--- config.mk ---
export PLATFORM = sky130hd
export DESIGN_NAME = ifetch_unit
export DESIGN_NICKNAME = d
export VERILOG_FILES = /design/src/rtl/cpu_pkg.sv /design/src/rtl/next_pc_calc.sv /design/src/rtl/ifetch_unit.sv
export SDC_FILE = /design/constraint.sdc
export NUM_CORES = 1
export LEC_CHECK = 0
export BUFFER_PORTS_ARGS = -buffer_cell sky130_fd_sc_hd__buf_2
export CORE_AREA = 2 2 122 124
export DETAILED_ROUTE_END_ITERATION = 8
export DIE_AREA = 0 0 124 126
export PLACE_DENSITY = 0.67
export SETUP_SLACK_MARGIN = 0.05
export SLEW_MARGIN = 20
export SYNTH_ARGS = -nofsm -noshare
export SYNTH_HDL_FRONTEND = slang
export SYNTH_SLANG_ARGS = --single-unit
--- constraint.sdc ---
create_clock -name clk -period 4.8 [get_ports clk]
set_clock_uncertainty 0.15 [all_clocks]
set_input_delay 1.2 -clock clk [delete_from_list [all_inputs] [get_ports clk]]
set_output_delay 1.2 -clock clk [all_outputs]
set_load 0.02 [all_outputs]
--- src/rtl/cpu_pkg.sv ---
// Shared CPU definitions: fetch FSM encoding, instruction size and opcodes.
package cpu_pkg;

    typedef enum logic [1:0] {
        S_IDLE = 2'd0,
        S_REQ  = 2'd1,
        S_HOLD = 2'd2,
        S_HALT = 2'd3
    } fetch_state_t;

    localparam int unsigned INSTR_BYTES = 4;

    // Opcodes whose decode produces the jump / branch_taken controls.
    localparam logic [5:0] OP_J   = 6'b000010;
    localparam logic [5:0] OP_BEQ = 6'b000100;

endpackage

--- src/rtl/next_pc_calc.sv ---
// Next-PC selection for a consumed instruction: jump > taken branch > pc+4.
// Latency: combinational.
// Backpressure: none, pure function of its inputs.
module next_pc_calc
    import cpu_pkg::*;
#(
    parameter int unsigned AW = 32
) (
    input  logic [AW-1:0] instr_pc_i,
    input  logic          jump_i,
    input  logic [25:0]   jump_index_i,
    input  logic          branch_taken_i,
    input  logic [15:0]   branch_imm_i,
    output logic [AW-1:0] next_pc_o,
    output logic          misaligned_o
);

    logic [AW-1:0] pc4;
    logic [AW-1:0] br_off;
    logic [AW-1:0] jump_tgt;
    logic [AW-1:0] br_tgt;

    assign pc4      = instr_pc_i + AW'(INSTR_BYTES);
    assign br_off   = {{(AW-18){branch_imm_i[15]}}, branch_imm_i, 2'b00};
    // Jump keeps the region bits of the sequential successor, not of instr_pc.
    assign jump_tgt = {pc4[AW-1:28], jump_index_i, 2'b00};
    assign br_tgt   = pc4 + br_off;

    always_comb begin
        next_pc_o = pc4;
        if (jump_i) begin
            next_pc_o = jump_tgt;
        end else if (branch_taken_i) begin
            next_pc_o = br_tgt;
        end
    end

    assign misaligned_o = |next_pc_o[1:0];

endmodule

--- src/rtl/ifetch_unit.sv ---
// Instruction fetch: owns the PC, fetches over req/ack, holds the word for the datapath.
// Latency: one cycle from ack to instr_valid; 2 cycles/instr with zero-wait memory.
// Backpressure: holds instr and issues no new request while instr_ready is low.
module ifetch_unit
    import cpu_pkg::*;
#(
    parameter int unsigned        IMEM_AW  = 32,
    parameter logic [IMEM_AW-1:0] RESET_PC = '0
) (
    input  logic               clk,
    input  logic               rst,
    output logic               imem_req,
    output logic [IMEM_AW-1:0] imem_addr,
    input  logic               imem_ack,
    input  logic [31:0]        imem_rdata,
    output logic [31:0]        instr,
    output logic [IMEM_AW-1:0] instr_pc,
    output logic               instr_valid,
    input  logic               instr_ready,
    input  logic               jump,
    input  logic [25:0]        jump_index,
    input  logic               branch_taken,
    input  logic [15:0]        branch_imm,
    output logic               fetch_err
);

    fetch_state_t       state_q, state_d;
    logic [IMEM_AW-1:0] pc_q, pc_d;
    logic [31:0]        instr_q, instr_d;
    logic [IMEM_AW-1:0] instr_pc_q, instr_pc_d;
    logic               valid_q, valid_d;
    logic               err_q, err_d;

    logic [IMEM_AW-1:0] next_pc;
    logic               next_misaligned;

    next_pc_calc #(
        .AW (IMEM_AW)
    ) u_next_pc (
        .instr_pc_i     (instr_pc_q),
        .jump_i         (jump),
        .jump_index_i   (jump_index),
        .branch_taken_i (branch_taken),
        .branch_imm_i   (branch_imm),
        .next_pc_o      (next_pc),
        .misaligned_o   (next_misaligned)
    );

    always_ff @(posedge clk or negedge rst) begin
        if (!rst) begin
            state_q    <= S_IDLE;
            pc_q       <= RESET_PC;
            instr_q    <= '0;
            instr_pc_q <= '0;
            valid_q    <= 1'b0;
            err_q      <= 1'b0;
        end else begin
            state_q    <= state_d;
            pc_q       <= pc_d;
            instr_q    <= instr_d;
            instr_pc_q <= instr_pc_d;
            valid_q    <= valid_d;
            err_q      <= err_d;
        end
    end

    always_comb begin
        state_d    = state_q;
        pc_d       = pc_q;
        instr_d    = instr_q;
        instr_pc_d = instr_pc_q;
        valid_d    = valid_q;
        err_d      = err_q;
        unique case (state_q)
            S_IDLE: begin
                state_d = S_REQ;
            end
            S_REQ: begin
                // pc_q is untouched here, so the address is stable across wait states.
                if (imem_ack) begin
                    instr_d    = imem_rdata;
                    instr_pc_d = pc_q;
                    valid_d    = 1'b1;
                    state_d    = S_HOLD;
                end
            end
            S_HOLD: begin
                if (instr_ready) begin
                    valid_d = 1'b0;
                    pc_d    = next_pc;
                    if (next_misaligned) begin
                        err_d   = 1'b1;
                        state_d = S_HALT;
                    end else begin
                        state_d = S_REQ;
                    end
                end
            end
            S_HALT: begin
                state_d = S_HALT;
            end
            default: begin
                state_d = S_IDLE;
            end
        endcase
    end

    assign imem_req    = (state_q == S_REQ);
    assign imem_addr   = pc_q;
    assign instr       = instr_q;
    assign instr_pc    = instr_pc_q;
    assign instr_valid = valid_q;
    assign fetch_err   = err_q;

endmodule

==> flow_summary_export.csv <==
group,metric,value,unit
clock_network,cts_inserted_buffers,9,
worst_setup_path,cp_slowest_stage_delay,450,ps
power,p_seq_share,30.4,%
synthesis,yosys-mux-area-fraction,12.3,%
global_routing,grt_max_degree,51,
timing,fin_tns_setup,0,ps
die,initial_utilization,44.4,%
placed_design,dp_hpwl,14200,microns
clock_network,clock_tree.buffer_depth,2,
synthesis,adder_cell_share_of_the_synthesized_area,7.60,%
synthesis,synth-async-reset-ratio,100,%
detailed_routing,ant_nets,0,
clock_network,cts_root_buffer,"clkbuf_16",
clock_network,postCtsResizedCells,0,
timing,timing.max_slew.rel_slack,56.0,%
die,die_area,15600,sq um
die,design.core.area,14300,sq um
synthesis,combinational_family_with_the_most_area_after_synthesis,"compound AO/OA/AOI/OAI gates",
die,num_io_pins,179,
worst_hold_path,hp-class,"flop to flop",
detailed_routing,detailedRoute.firstIterationViolations,388,
power,ir_worst_vdd,318,uV
global_routing,global_route_wire_length_before_repair,29200,microns
synthesis,leading_post_synthesis_cells_by_cell_area,"dfrtp_1 39%, mux2_2 12%, ha_1 7.3%, xnor2_1 5.2%, nand2_1 3.7%",
synthesis,total_of_warnings_raised_by_yosys,0,
clock_network,clk_pin_slew_worst_paths,70,ps
power,internal-power,2.82,mW
global_routing,overflow,0,
clock_network,hold_fix_buffer_count_after_cts,0,
cells_and_area,mostFrequentLayoutCell,"buf_2",
synthesis,number_of_enable_type_register_cells_in_the_synthesized_netlist,0,
cells_and_area,layout_common_cells,"177 x buf_2, 100 x dfrtp_1, 65 x mux2_2",
die,rows,44,
power,power.combinational.fraction,53.6,%
clock_network,clock_sinks,100,
synthesis,synth_area,6350,sq um
worst_setup_path,critPathRequiredTime,4870,ps
power,power.density_cell_area,660,nW/um^2
worst_setup_path,r2r_slack,540,ps
synthesis,synth_fp_nets,769,
synthesis,synth-seq-area-share,39.4,%
synthesis,synth_xor_area_share,6.76,%
detailed_routing,via_count,5744,
timing,finalWorstPathRequiredPeriod,4260,ps
flow_run,max_cap_viol_count,0,
timing,hold_viol,0,
clock_network,htree_levels,3,
synthesis,netlist.top_cell.by_area,"dfrtp_1",
global_routing,overall_fraction_of_global_route_tracks_in_use,24.1,%
die,die_w,124,microns
cells_and_area,fill_cells,1333,
worst_setup_path,timing.critical_path.cells,"nand3_1 > nor2_1 > and3_1 > and4_1 > and2_1 > nand3_1 > xnor2_1 > ha_1 > a21oi_1 > o21ai_0 > or2_2 > a2111oi_0 > or2_1 > xnor2_1 > nor2_1 > a221oi_1 > o21ai_0",
die,die-height,126,microns
cells_and_area,multi_input_comb_area,3710,sq um
cells_and_area,flow.area_growth_from_synthesis,22.3,%
placed_design,gp_congestion,0.923,
timing,timing_worst_slew_pin_value,660,ps
placed_design,port_buffers,178,
synthesis,post_synth.cell_area_avg,9.76,sq um
timing,finalSetupViolations,0,
worst_setup_path,cp_data_arrival_time,4330,ps
worst_setup_path,worstPathMaxFanout,7,
timing,setup_repair_after_global_routing_missed_its_margin,"no",
worst_setup_path,worstPathBufferInverterCount,0,
status,outcome,"finished clean",
worst_setup_path,setup.worst_path.end_class,"flop",
cells_and_area,fin_nets,939,
synthesis,synth_cell_type_count,64,
detailed_routing,route.detailed.vias_per_inst,5.68,
detailed_routing,drc_errors,0,
timing,maxSlewViolCount,0,
worst_setup_path,startpoint_type,"flop",
power,static_power_due_to_leakage,3.85,nW
detailed_routing,avgRoutedWirePerCell,18.4,microns
global_routing,number_of_global_route_vias_before_repair,5656,
worst_setup_path,worst_path_dominant_cell_family,"simple AND/OR/NAND/NOR gates",
clock_network,post-cts-setup-buffers,0,
power,power.net_switching,2.31,mW
synthesis,synth-simple-area-share,14.0,%
power,power.share.clock,15.9,%
synthesis,synth_cells,651,
cells_and_area,finalCoreUtilization,54.3,%
cells_and_area,area.sequential,2500,sq um
timing,maxClockFrequency,235,MHz
worst_setup_path,worst-setup-path-type,"flop to flop",
synthesis,synth_top_area_share,39.4,%
power,switching_share,45.0,%
worst_setup_path,slowest_stage,"dfrtp_1",
clock_network,cts_tree,"built",
synthesis,synth_ff_type,"dfrtp_1",
synthesis,synth_compound_area_share,17.6,%
clock_network,insertion_delay,350,ps
detailed_routing,drt_pre_antenna_iters,8,
synthesis,ys_seq_elements,100,
cells_and_area,final_layout_size_suffix_gt1_share,33.5,%
global_routing,antenna_violations_before_repair,2,
detailed_routing,wirelength,18600,microns
timing,final_min_period_over_clock_period,88.7,%
==> logic make-up after synthesis <==
logic type	after synthesis
buf+inv	38
fa+ha+maj	38
mux	70
simple gates	188
compound gates	168
xor+xnor	49
flops	100
==> final cells by class <==
cell class / count / share of cell area [%]
multi-input cells: 513 / 47.7
flip-flops and latches: 100 / 32.2
repair buffers: 186 / 12.3
clock buffers: 10 / 3.08
well taps: 184 / 2.96
clock inverters: 6 / 1.18
inverters: 11 / 0.532
diodes: 1 / 0.0322
==> state kept, by name, summed over array words and instances, names as in the netlist <==
register and flops:
instr_valid 1, instr_pc 32, imem_addr 32, instr 32, fetch_err 1, state_q 2
==> Yosys cell counts (all sizes together) (2+ instances only) <==
cell / instances
nor2: 47
mux2i: 5
nand2b: 2
a21oi: 35
o21bai: 8
a31oi: 6
nand4: 5
inv: 10
a221oi: 5
clkbuf: 21
mux2: 65
nor3: 8
a22o: 2
or3: 2
xor2: 11
o211ai: 3
ha: 37
and3: 15
dfrtp: 100
xnor2: 38
nand2: 63
a22oi: 3
and2: 3
o21a: 5
nor4: 3
buf: 6
and4: 4
o21ai: 50
o41ai: 3
or2: 4
a211o: 2
o31ai: 3
a21o: 17
nor2b: 3
nand3: 28
a211oi: 11
==> metal layers <==
| metal | track usage [%] | routed length (microns) | part of all wire [%] | vias up |
|---|---|---|---|---|
| li1 | - | - | - | 2712 |
| met5 | 0 | 13 | 0.070 | - |
| met2 | 39.7 | 9030 | 49 | 237 |
| met3 | 6.34 | 1440 | 7.7 | 24 |
| met1 | 31.7 | 7790 | 42 | 2769 |
| met4 | 5.88 | 281 | 1.5 | 2 |
==> worst paths after layout <==
check | endpoint | from | depth (start not counted)
setup / recovery | imem_addr[25]$_DFFE_PN0P_ | instr_pc[4]$_DFFE_PN0P_ | 17
setup reg to reg | imem_addr[25]$_DFFE_PN0P_ | instr_pc[4]$_DFFE_PN0P_ | 17
min in group asynchronous | instr_pc[26]$_DFFE_PN0P_ | rst | 1
hold reg to reg | fetch_err$_DFFE_PN0P_ | fetch_err$_DFFE_PN0P_ | 1
hold / removal | fetch_err$_DFFE_PN0P_ | fetch_err$_DFFE_PN0P_ | 1
max in group asynchronous | state_q[0]$_DFFE_PN0P_ | rst | 2
==> power groups by stage <==
stage	sequential, mW	combinational (mW)	clock (mW)
after floorplan	1.92	1.51	0
after global placement	1.54	2.70	0
after detailed placement	1.56	2.74	0
after CTS	1.55	2.75	0.826
after global routing	1.61	2.99	0.856
final	1.56	2.75	0.816
==> worst reg2reg max path: cells and delay by family, from the launching register on <==
family	cells	cell delay (ps)
DFF	1	450
adders and majority gates	1	360
and+or+nand+nor	9	1750
xor gates and xnor gates	2	370
AOI/OAI and AO/OA	5	1050
==> stage by stage <==
stage	worst slack (ps)	hold slack [ps]	cell area (sq um)	std cells	power [mW]
after floorplan	923	352	6350	651	3.43
after global placement	714	307	7430	994	4.24
after detailed placement	529	309	7430	994	4.30
after CTS	544	333	7760	1010	5.13
after global routing	113	363	7760	1010	5.46
final	544	333	7770	1011	5.12
Note: power is estimated with default switching activity, not from simulation.
